File: src/rtl/stream_reorder_pkg.sv
// rtl/stream_reorder_pkg.sv - shared types, FIFO depth and width check for stream_reorder_pipe
package stream_reorder_pkg;

  typedef enum logic [1:0] {
    MODE_PASS   = 2'b00,
    MODE_SLICE  = 2'b01,
    MODE_DSLICE = 2'b10,
    MODE_BITREV = 2'b11
  } reorder_mode_e;

  typedef enum logic [1:0] {
    EMPTY = 2'd0,
    ONE   = 2'd1,
    FULL  = 2'd2
  } fifo_state_e;

  localparam int RFIFO_DEPTH = 2;

  // Payload must split into a whole number of double slices.
  function automatic bit widths_ok(input int data_w, input int slice_w);
    if (slice_w < 1 || data_w < 1) return 1'b0;
    return (data_w % (2 * slice_w)) == 0;
  endfunction

endpackage

File: src/rtl/stream_reorder_pipe_if.sv
// rtl/stream_reorder_pipe_if.sv - producer/consumer handshake bundle for stream_reorder_pipe
interface stream_reorder_pipe_if
  import stream_reorder_pkg::*;
#(
  parameter int DATA_W = 16,
  parameter int TAG_W  = 4
);

  logic                    in_valid;
  logic                    in_ready;
  reorder_mode_e           in_mode;
  logic [TAG_W-1:0]        in_tag;
  logic [DATA_W-1:0]       in_data;
  logic                    out_valid;
  logic                    out_ready;
  logic [TAG_W+DATA_W-1:0] out_data;

  modport master (
    output in_valid, in_mode, in_tag, in_data, out_ready,
    input  in_ready, out_valid, out_data
  );

  modport slave (
    input  in_valid, in_mode, in_tag, in_data, out_ready,
    output in_ready, out_valid, out_data
  );

endinterface

File: src/rtl/stream_reorder_fn.sv
// rtl/stream_reorder_fn.sv - combinational mode mux over the streaming reorder operators
module stream_reorder_fn
  import stream_reorder_pkg::*;
#(
  parameter int DATA_W  = 16,
  parameter int SLICE_W = 4
) (
  input  reorder_mode_e     mode,
  input  logic [DATA_W-1:0] data,
  output logic [DATA_W-1:0] result
);

  localparam int DSLICE_W = 2 * SLICE_W;

  always_comb begin
    result = data;
    unique case (mode)
      MODE_PASS:   result = data;
      MODE_SLICE:  result = {<<SLICE_W{data}};
      MODE_DSLICE: result = {<<DSLICE_W{data}};
      MODE_BITREV: result = {<<{data}};
      default:     result = data;
    endcase
  end

endmodule

File: src/rtl/stream_reorder_pipe.sv
// rtl/stream_reorder_pipe.sv - tagged reorder stage with 2-entry registered FIFO; optional STREAM_REORDER_STATS_EN counter
module stream_reorder_pipe
  import stream_reorder_pkg::*;
#(
  parameter int DATA_W  = 16,
  parameter int SLICE_W = 4,
  parameter int TAG_W   = 4
) (
  input  logic                 clk,
  input  logic                 rst_n,
  stream_reorder_pipe_if.slave bus
`ifdef STREAM_REORDER_STATS_EN
  ,
  output logic [15:0]          xfer_cnt
`endif
);

  localparam int ENTRY_W = TAG_W + DATA_W;

  generate
    if (!widths_ok(DATA_W, SLICE_W) || TAG_W < 1) begin : g_bad_widths
      $error("stream_reorder_pipe: DATA_W must be a multiple of 2*SLICE_W, SLICE_W>=1, TAG_W>=1");
    end
  endgenerate

  logic [ENTRY_W-1:0] mem [RFIFO_DEPTH];
  logic               wr_ptr;
  logic               rd_ptr;
  fifo_state_e        state;
  fifo_state_e        state_nx;
  logic               push;
  logic               pop;
  logic [DATA_W-1:0]  reordered;

  stream_reorder_fn #(
    .DATA_W  (DATA_W),
    .SLICE_W (SLICE_W)
  ) u_fn (
    .mode   (bus.in_mode),
    .data   (bus.in_data),
    .result (reordered)
  );

  assign bus.in_ready  = (state != FULL);
  assign bus.out_valid = (state != EMPTY);
  assign bus.out_data  = mem[rd_ptr];

  assign push = bus.in_valid && bus.in_ready;
  assign pop  = bus.out_valid && bus.out_ready;

  always_comb begin
    state_nx = state;
    unique case (state)
      EMPTY:   if (push) state_nx = ONE;
      ONE: begin
        if (push && !pop)      state_nx = FULL;
        else if (pop && !push) state_nx = EMPTY;
      end
      FULL:    if (pop) state_nx = ONE;
      default: state_nx = EMPTY;
    endcase
  end

  always_ff @(posedge clk or negedge rst_n) begin
    if (!rst_n) begin
      state  <= EMPTY;
      wr_ptr <= 1'b0;
      rd_ptr <= 1'b0;
      for (int i = 0; i < RFIFO_DEPTH; i++) mem[i] <= '0;
    end else begin
      state <= state_nx;
      if (push) begin
        mem[wr_ptr] <= {bus.in_tag, reordered};
        wr_ptr      <= ~wr_ptr;
      end
      if (pop) rd_ptr <= ~rd_ptr;
    end
  end

`ifdef STREAM_REORDER_STATS_EN
  always_ff @(posedge clk or negedge rst_n) begin
    if (!rst_n)    xfer_cnt <= '0;
    else if (push) xfer_cnt <= xfer_cnt + 16'd1;
  end
`endif

endmodule

File: src/flat_wrapper.sv
// flat-port wrapper written by rule: the top's interface ports become plain ports
module stream_reorder_pipe_flat import stream_reorder_pkg::*;
#(
  parameter int DATA_W  = 16,
  parameter int SLICE_W = 4,
  parameter int TAG_W   = 4
)
  (clk, rst_n, bus_in_valid, bus_in_mode, bus_in_tag, bus_in_data, bus_out_ready, bus_in_ready, bus_out_valid, bus_out_data);
  stream_reorder_pipe_if #(.DATA_W(DATA_W), .TAG_W(TAG_W)) bus_i ();
  input  logic clk;
  input  logic rst_n;
  input wire logic [$bits(bus_i.in_valid)-1:0] bus_in_valid;
  input wire logic [$bits(bus_i.in_mode)-1:0] bus_in_mode;
  input wire logic [$bits(bus_i.in_tag)-1:0] bus_in_tag;
  input wire logic [$bits(bus_i.in_data)-1:0] bus_in_data;
  input wire logic [$bits(bus_i.out_ready)-1:0] bus_out_ready;
  output wire logic [$bits(bus_i.in_ready)-1:0] bus_in_ready;
  output wire logic [$bits(bus_i.out_valid)-1:0] bus_out_valid;
  output wire logic [$bits(bus_i.out_data)-1:0] bus_out_data;
  assign bus_i.in_valid = bus_in_valid;
  assign bus_i.in_mode = bus_in_mode;
  assign bus_i.in_tag = bus_in_tag;
  assign bus_i.in_data = bus_in_data;
  assign bus_i.out_ready = bus_out_ready;
  assign bus_in_ready = bus_i.in_ready;
  assign bus_out_valid = bus_i.out_valid;
  assign bus_out_data = bus_i.out_data;
  stream_reorder_pipe #(.DATA_W(DATA_W), .SLICE_W(SLICE_W), .TAG_W(TAG_W)) u_core (.clk(clk), .rst_n(rst_n), .bus(bus_i));
endmodule
File: config.mk
export PLATFORM = sky130hd
export DESIGN_NAME = stream_reorder_pipe_flat
export DESIGN_NICKNAME = d
export VERILOG_FILES = /design/src/rtl/stream_reorder_pkg.sv /design/src/rtl/stream_reorder_pipe_if.sv /design/src/rtl/stream_reorder_fn.sv /design/src/rtl/stream_reorder_pipe.sv /design/src/flat_wrapper.sv
export SDC_FILE = /design/constraint.sdc
export NUM_CORES = 1
export LEC_CHECK = 0
export ABC_AREA = 1
export CORE_ASPECT_RATIO = 1.5
export CORE_MARGIN = 3
export CORE_UTILIZATION = 52
export CTS_CLUSTER_SIZE = 25
export DETAILED_ROUTE_END_ITERATION = 8
export MAX_ROUTING_LAYER = met4
export PLACE_DENSITY = 0.76
export SLEW_MARGIN = 20
export SYNTH_ARGS = -nofsm -noshare
export SYNTH_HDL_FRONTEND = slang
export SYNTH_SLANG_ARGS = --single-unit
File: constraint.sdc
create_clock -name clk -period 1.44 [get_ports clk]
set_clock_uncertainty 0.1 [all_clocks]
set_input_delay 0.144 -clock clk [delete_from_list [all_inputs] [get_ports clk]]
set_output_delay 0.144 -clock clk [all_outputs]
set_load 0.02 [all_outputs]
==> Word level (Yosys, flattened, before mapping) <==
Cells that the tools add are included.
{ "classes": {"n_reduce_logical": 11, "n_eq_ne": 9, "n_bitwise": 4, "magnitude_cmp": 3, "mux": 12} }
{ "ops": {"columns": ["operator", "count"], "rows": [
  ["$mux 20", 4],
  ["$pmux 16 s4", 1],
  ["$bwmux 40", 1],
  ["$demux 20 s1", 1],
  ["$mux 2", 4],
  ["$eq 2x2->1 const B", 3],
  ["$pmux 2 s3", 1],
  ["$logic_and 1x1->1", 5],
  ["$eq 2x1->1 const B", 2],
  ["$ge 2x2->1 const B", 2],
  ["$logic_not 2->1", 2],
  ["$ne 2x1->1 const B", 2],
  ["$not 1->2", 2],
  ["$ne 3x1->1 const B", 1],
  ["$reduce_and 3->1", 1],
  ["$logic_not 1->1", 2],
  ["$lt 2x1->1 const B", 1],
  ["$ne 2x2->1 const B", 1],
  ["$not 1->1", 2],
  ["$reduce_bool 2->1", 1]
]} }
{ "word_totals": {"out_inout_bits": 22, "input_bits": 26, "elab_cells": 44, "register_bits": 44} }

==> Depth between registers and ports, before layout <==
Gate-level depths: netlist (run 1).
{ "depth": {"ltp_word": 7, "depth_mapped": 8, "mapped_depth_nobuf": 7} }

==> Modules after synthesis <==
From an unflattened synthesis (run 1), not the netlist that was laid out.
{ "unflattened": {"cells_unflattened": 357, "hier_area_um2": 2558.7} }
{ "modules_own_cells": {"columns": ["mod", "cells_each", "area_each_um2", "instances"], "rows": [
  ["stream_reorder_pipe", 263, 2028.2, 1],
  ["stream_reorder_fn", 94, 530.5, 1]
]} }

==> Worst setup path after synthesis (run 1) <==
OpenSTA, ideal clock, no wires.
{ "synth_path": {"path_kind": "register to output", "start": "register u_core.rd_ptr", "end": "output port bus_out_data[18]", "n_path_buf": 2, "path_slack_ns": 0.187, "arrival_time_ns": 1.009, "required_ns": 1.196, "path_stages_with_launch": 5, "path_cell_list": "dfrtp_1 -> clkbuf_2 -> clkbuf_1 -> nand2_1 -> o21ai_0"} }
{ "synth_between": {"elab_chain_len": 4} }
{ "synth_lines": {"columns": ["item", "line", "source"], "rows": [
  ["start, declared", "stream_reorder_pipe.sv:28", "logic rd_ptr;"],
  ["start signal, assigned", "stream_reorder_pipe.sv:76", "if (pop) rd_ptr <= ~rd_ptr;"],
  ["$not 1->2 (implied by the code)", "stream_reorder_pipe.sv:46", "assign bus.out_data = mem[rd_ptr];"],
  ["$mux 20 (implied by the code) (3 in series)", "stream_reorder_pipe.sv:46", null],
  ["end, declared", "flat_wrapper.sv:19", "output wire logic [$bits(bus_i.out_data)-1:0] bus_out_data;"]
]} }
Every way passes these cells. The select of a mux whose other input is x is not followed.

==> Worst setup path after layout (run 1) <==
{ "layout_path": {"start": "register u_core.rd_ptr", "end": "output port bus_out_data[13]"} }
The elaborated chain is that of the path after synthesis.

==> flow_metrics.py, run 1 <==
metrics = {
    "status": {
        "status": "finished with violations",
        "failed_checks": "negative setup slack",
    },
    "finish": {
        "drive_above_1_share_pct": 23.6,
        "syn2layout_area_growth_pct": 39.8,
        "antenna-diode-count": 0,
        "final_core_util_pct": 76.0,
        "layout.nets": 449,
    },
    "place": {
        "gp_congestion": 0.955,
        "place_ws_ns": -0.178,
        "place_hpwl_um": 4550,
        "io_buffer_count": 47,
    },
    "floorplan": {
        "ios": 48,
        "initial_core_util_pct": 54.3,
        "die_w_um": 62.5,
        "die_area_um2": 5670,
        "fp-row-count": 30,
        "dieHeight_um": 90.7,
        "core_area_um2": 4580,
    },
    "routing": {
        "drt-wirelength-per-cell_um": 14.3,
        "first_pass_iters": 4,
        "ant_nets": 0,
        "num_vias": 2597,
        "drtIter0Drc": 119,
        "wirelength_um": 6960,
        "viasPerCell": 5.32,
        "drc": 0,
    },
    "synthesis": {
        "synth_top_family_by_area": "simple AND/OR/NAND/NOR gates",
        "synth_area_leader_cell": "dfrtp_1",
        "synth_area_um2": 2490,
        "netlist.area_leader.share_pct": 44.2,
        "yosysMostFrequentCell": "nand2_1",
        "ys_seq_area_share_pct": 44.2,
        "yosys_register_bits": 44,
        "avgSynthCellArea_um2": 6.89,
        "synthAdderAreaFrac_pct": 0,
        "muxShareOfSynthArea_pct": 0,
        "synth_cells": 361,
        "synthFlopType": "dfrtp_1",
        "synth_cell_types": 19,
        "ys_async_sr_fraction_pct": 100,
        "yosys_warnings": 0,
        "syn_nets": 387,
        "ys_top_cells_by_area": "dfrtp_1 44%, nand2_1 27%, nand3_1 12%",
        "synth_compound_area_share_pct": 4.02,
        "synth_edf_count": 0,
        "synth_xor_xnor_area_share_pct": 0.352,
        "netlist_top_cells_count": "182 x nand2_1, 59 x nand3_1, 44 x dfrtp_1, 19 x inv_1, 12 x o21ai_0",
        "yosys.area_share.simple_pct": 42.5,
    },
    "timing": {
        "final.setup.tns_ns": -2.35,
        "timing.fmax_mhz": 622,
        "worst_slack_ns": -0.167,
        "hold_slack_ns": 0.243,
        "final-setup-viol-count": 20,
        "hold_violations": 0,
        "period_share_pct": 112,
        "finalMaxSlewViolations": 0,
        "slew_headroom_pct": 78.5,
        "worst_slew_pin_slew_ns": 0.322,
        "grt_setup_unrepaired": "true",
        "period_needed_ns": 1.61,
    },
    "clock_tree": {
        "cts-root-buf": "clkbuf_8",
        "cts_made_buffers": 5,
        "h-tree-depth": 2,
        "clkLatencyLatePin_ns": 0.30,
        "cts_tree": "yes",
        "cts.sinks": 44,
        "clk_path_buf_depth": 2,
        "clk_pin_slew_ns": 0.09,
    },
    "hold_path": {
        "hold_path.class": "in -> async",
    },
    "power_and_ir_drop": {
        "ir_drop_mv": 1.20,
        "total_power_mw": 7.44,
        "power_per_cell_area_nw_per_um2": 2140,
        "p_leak_nw": 1.84,
    },
    "global_routing": {
        "overflow": 0,
        "grt_max_degree": 45,
        "antenna_found_initial": 0,
        "grt_usage_pct": 25.1,
        "grt_pass1_vias": 2429,
        "grt_pass1_wl_um": 11200,
    },
    "run": {
        "maxCapViolations": 0,
    },
    "setup_path": {
        "worst_setup_path_start_kind": "flop",
        "cp.required_ns": 1.20,
        "path_max_fanout": 7,
        "worstSetupPathType": "reg -> out",
        "cp.arrival_ns": 1.36,
        "worst_setup_path_end_kind": "primary output",
    },
}
## what timing repair did
action                                 CTS  global route
gates resized for setup                110            68
setup buffers                            7             2
setup endpoints to repair               22            22
pin swaps                                0            10
endpoints found under the hold margin   44             0
hold buffers                             1             0
gates cloned                             2             0
## final timing paths
| check | cells past startpoint | slack, ns | start | to |
|---|---|---|---|---|
| hold reg to reg | 2 | 0.39 | u_core.mem[12] | u_core.mem[12] |
| setup / recovery | 6 | -0.17 | u_core.rd_ptr | bus_out_data[13] |
| setup reg to reg | 7 | 0.16 | u_core.state[0] | u_core.mem[34] |
| min in group clk | 3 | 0.31 | bus_in_tag[0] | u_core.mem[16] |
| max in group asynchronous | 3 | 0.77 | rst_n | u_core.rd_ptr |
| hold / removal | 3 | 0.24 | rst_n | u_core.mem[39] |
## flip-flops by register name (all words and copies together), names as in the netlist
register       count
u_core.wr_ptr      1
u_core.mem        40
u_core.rd_ptr      1
u_core.state       2
## logic make-up (layout without fill, tap and decap cells)
kind of cell | Yosys count | in the layout
AND/OR/NAND/NOR | 251 | 251
buffers and inverters | 45 | 108
flip-flops | 44 | 44
AO/OA/AOI/OAI | 20 | 20
XOR/XNOR | 1 | 1
## metrics by stage
| step | instance area [um^2] | instances |
|---|---|---|
| 6_report | 3480 | 488 |
| 5_1_grt | 3480 | 488 |
| 4_1_cts | 3310 | 488 |
| 3_5_place_dp | 3110 | 470 |
| 3_3_place_gp | 3110 | 470 |
| 2_1_floorplan | 2490 | 361 |
## layout make-up
type / count / area, um^2
clock buffer: 6 / 82.6
fill: 380 / 1100
timing repair buffer: 75 / 790
multi-input combinational: 272 / 1290
clock inverter: 2 / 38.8
tap: 64 / 80.1
inverter: 25 / 98.8
sequential: 44 / 1100
## worst max-delay path: stages (launching register included)
cell and delay, ns:
dfrtp_2 0.46, clkinv_4 0.10, buf_12 0.15, buf_6 0.12, nand2_2 0.05, nand2_2 0.05, buf_6 0.12
## cells in the final DEF (no fill, tap or decap), types with 7 or more instances in the layout
| cell | instances |
|---|---|
| nand2_1 | 155 |
| dfrtp_1 | 43 |
| clkdlybuf4s50_1 | 24 |
| nand3_1 | 59 |
| nand2_4 | 7 |
| buf_4 | 17 |
| inv_1 | 19 |
| buf_6 | 19 |
| o21ai_0 | 8 |
| nand2_2 | 23 |
| o21ai_1 | 8 |
## power breakdown
part / leakage (nW) / internal, mW / switching [mW]
Clock: 0.0614 / 0.567 / 0.433
Combinational: 1.23 / 1.94 / 2.27
Sequential: 0.546 / 1.82 / 0.420
## layer usage
| metal | global-route usage [%] | vias to the layer above | share of wire, % |
|---|---|---|---|
| met5 | - | - | 0 |
| met4 | 7.37 | 0 | 1.6 |
| met3 | 3.74 | 9 | 3.9 |
| met2 | 43.0 | 75 | 55 |
| met1 | 30.4 | 1253 | 40 |
| li1 | - | 1260 | - |
Power figures use the tool's default switching activity.
==> run 2, diff against run 1 <==
- GPL_TIMING_DRIVEN: default -> 0
- SLEW_MARGIN: 20 -> default
==> run 2 against run 1 <==
  * The flow still finishes with violations (negative setup slack)
  * Highest routed layer unchanged
  * Sequential cell count is the same
  * Worst setup slack improved by 0.0078 ns
  * Sequential share of layout area up 0.64 points
  * Non-clock buffer count increased by 3
  * Critical path depth down 1
  * Maximum frequency is 0.49% higher
==> flow_metrics.py, run 2 (synthesis gave the netlist of run 1 again) <==
metrics = {
    "status": {
        "status": "finished with violations",
        "failed_checks": "negative setup slack",
    },
    "power_and_ir_drop": {
        "power_per_cell_area_nw_per_um2": 2100,
        "ir_drop_mv": 1.23,
        "total_power_mw": 7.17,
        "p_leak_nw": 1.81,
    },
    "timing": {
        "worst_slack_ns": -0.159,
        "final-setup-viol-count": 20,
        "period_needed_ns": 1.60,
        "worst_slew_pin_slew_ns": 0.355,
        "timing.fmax_mhz": 625,
        "finalMaxSlewViolations": 0,
        "hold_violations": 0,
        "final.setup.tns_ns": -2.20,
        "slew_headroom_pct": 76.3,
        "period_share_pct": 111,
        "grt_setup_unrepaired": "true",
    },
    "setup_path": {
        "cp.required_ns": 1.20,
        "worst_setup_path_end_kind": "primary output",
        "worstSetupPathType": "reg -> out",
        "rrSetupSlack_ns": 0.06,
        "path_max_fanout": 8,
        "r2r-start": "u_core.state[1]",
        "crit_path_start": "u_core.rd_ptr",
        "worst_setup_path_start_kind": "flop",
        "cp.arrival_ns": 1.36,
    },
    "routing": {
        "viasPerCell": 5.35,
        "num_vias": 2627,
        "drc": 0,
        "first_pass_iters": 4,
        "drt-wirelength-per-cell_um": 14.4,
        "wirelength_um": 7070,
        "drtIter0Drc": 193,
        "ant_nets": 0,
    },
    "global_routing": {
        "overflow": 0,
        "grt_max_degree": 31,
        "grt_usage_pct": 25.3,
        "antenna_found_initial": 0,
        "grt_pass1_vias": 2457,
        "grt_pass1_wl_um": 11300,
    },
    "finish": {
        "drive_above_1_share_pct": 23.7,
        "antenna-diode-count": 0,
        "largest_reg_flops": 40,
        "regMostFlops": "u_core.mem",
        "reg_top3": "u_core.mem x40, u_core.state x2",
        "fin_cells": 491,
        "layout.nets": 452,
        "final_common_cell": "nand2_1",
        "most-common-layout-cells": "155 x nand2_1, 59 x nand3_1, 43 x dfrtp_1",
        "final_core_util_pct": 74.5,
        "syn2layout_area_growth_pct": 37.1,
    },
    "floorplan": {
        "core_area_um2": 4580,
        "ios": 48,
        "fp-row-count": 30,
        "initial_core_util_pct": 54.3,
        "die_w_um": 62.5,
        "die_area_um2": 5670,
        "dieHeight_um": 90.7,
    },
    "clock_tree": {
        "clk_pin_slew_ns": 0.09,
        "cts-root-buf": "clkbuf_8",
        "clkLatencyLatePin_ns": 0.29,
        "clk_path_buf_depth": 2,
        "cts_made_buffers": 5,
        "h-tree-depth": 2,
        "cts.sinks": 44,
        "cts_tree": "yes",
    },
    "place": {
        "io_buffer_count": 46,
        "dp.cells": 472,
        "place_hpwl_um": 4940,
        "gp_congestion": 0.978,
    },
    "hold_path": {
        "hold_path.class": "in -> async",
    },
    "run": {
        "maxCapViolations": 0,
    },
}
[run 2: layout make-up]
cell class	instances	area [um^2]
inverters	25	101
repair buffers	59	604
fillers	399	1170
flip-flops and latches	44	1100
clock inverters	2	38.8
multi-input cells	272	1250
well taps	64	80.1
plain buffers	19	151
clock buffers	6	82.6
[run 2: path summary, 6_finish.rpt]
check | cells after the start | to
max | 5 | bus_out_data[3]
min | 2 | u_core.mem[37]
max reg2reg | 7 | u_core.mem[29]
min reg2reg | 2 | u_core.mem[12]
max in group asynchronous | 3 | u_core.mem[9]
min in group clk | 5 | u_core.mem[21]
[run 2: power by group]
| group | internal (mW) | switching (mW) | leakage (nW) | total, mW |
|---|---|---|---|---|
| registers | 1.82 | 0.403 | 0.546 | 2.22 |
| clock network | 0.567 | 0.427 | 0.0614 | 0.994 |
| logic | 1.77 | 2.19 | 1.20 | 3.95 |
| total | 4.15 | 3.02 | 1.81 | 7.17 |
[run 2: metal layers]
layer  wire [um]  part of all wire [%]  GRT usage, %  up-vias
li1            -                     -             -     1272
met2        3790                    54          43.9       84
met1        2800                    40          30.5     1263
met5           0                     0             -        -
met3         373                   5.3          3.49        8
met4          98                   1.4          7.55        0
[run 2: critical path: stages, from the launching register on]
cell and delay (ns):
dfrtp_2 0.49, clkinv_4 0.13, buf_12 0.16, nand2_1 0.07
nand2_1 0.07, buf_6 0.13
[run 2: through the flow]
step / cell area (um^2) / setup WS, ns / hold WS, ns
after global placement: 3030 / -1.02 / 0.362
after detailed placement: 3040 / -0.544 / -0.0266
after global routing: 3410 / -0.186 / 0.212
final: 3410 / -0.159 / 0.179
after CTS: 3200 / -0.146 / 0.188
after floorplan: 2490 / 0.187 / -0.252
[run 2: timing repair]
item,CTS,global route
endpoints found under the setup margin,22,43
endpoints found under the hold margin,44,0
cloned,1,1
pin swaps,6,9
hold buffers,1,0
setup buffers,3,6
gates resized for setup,123,46
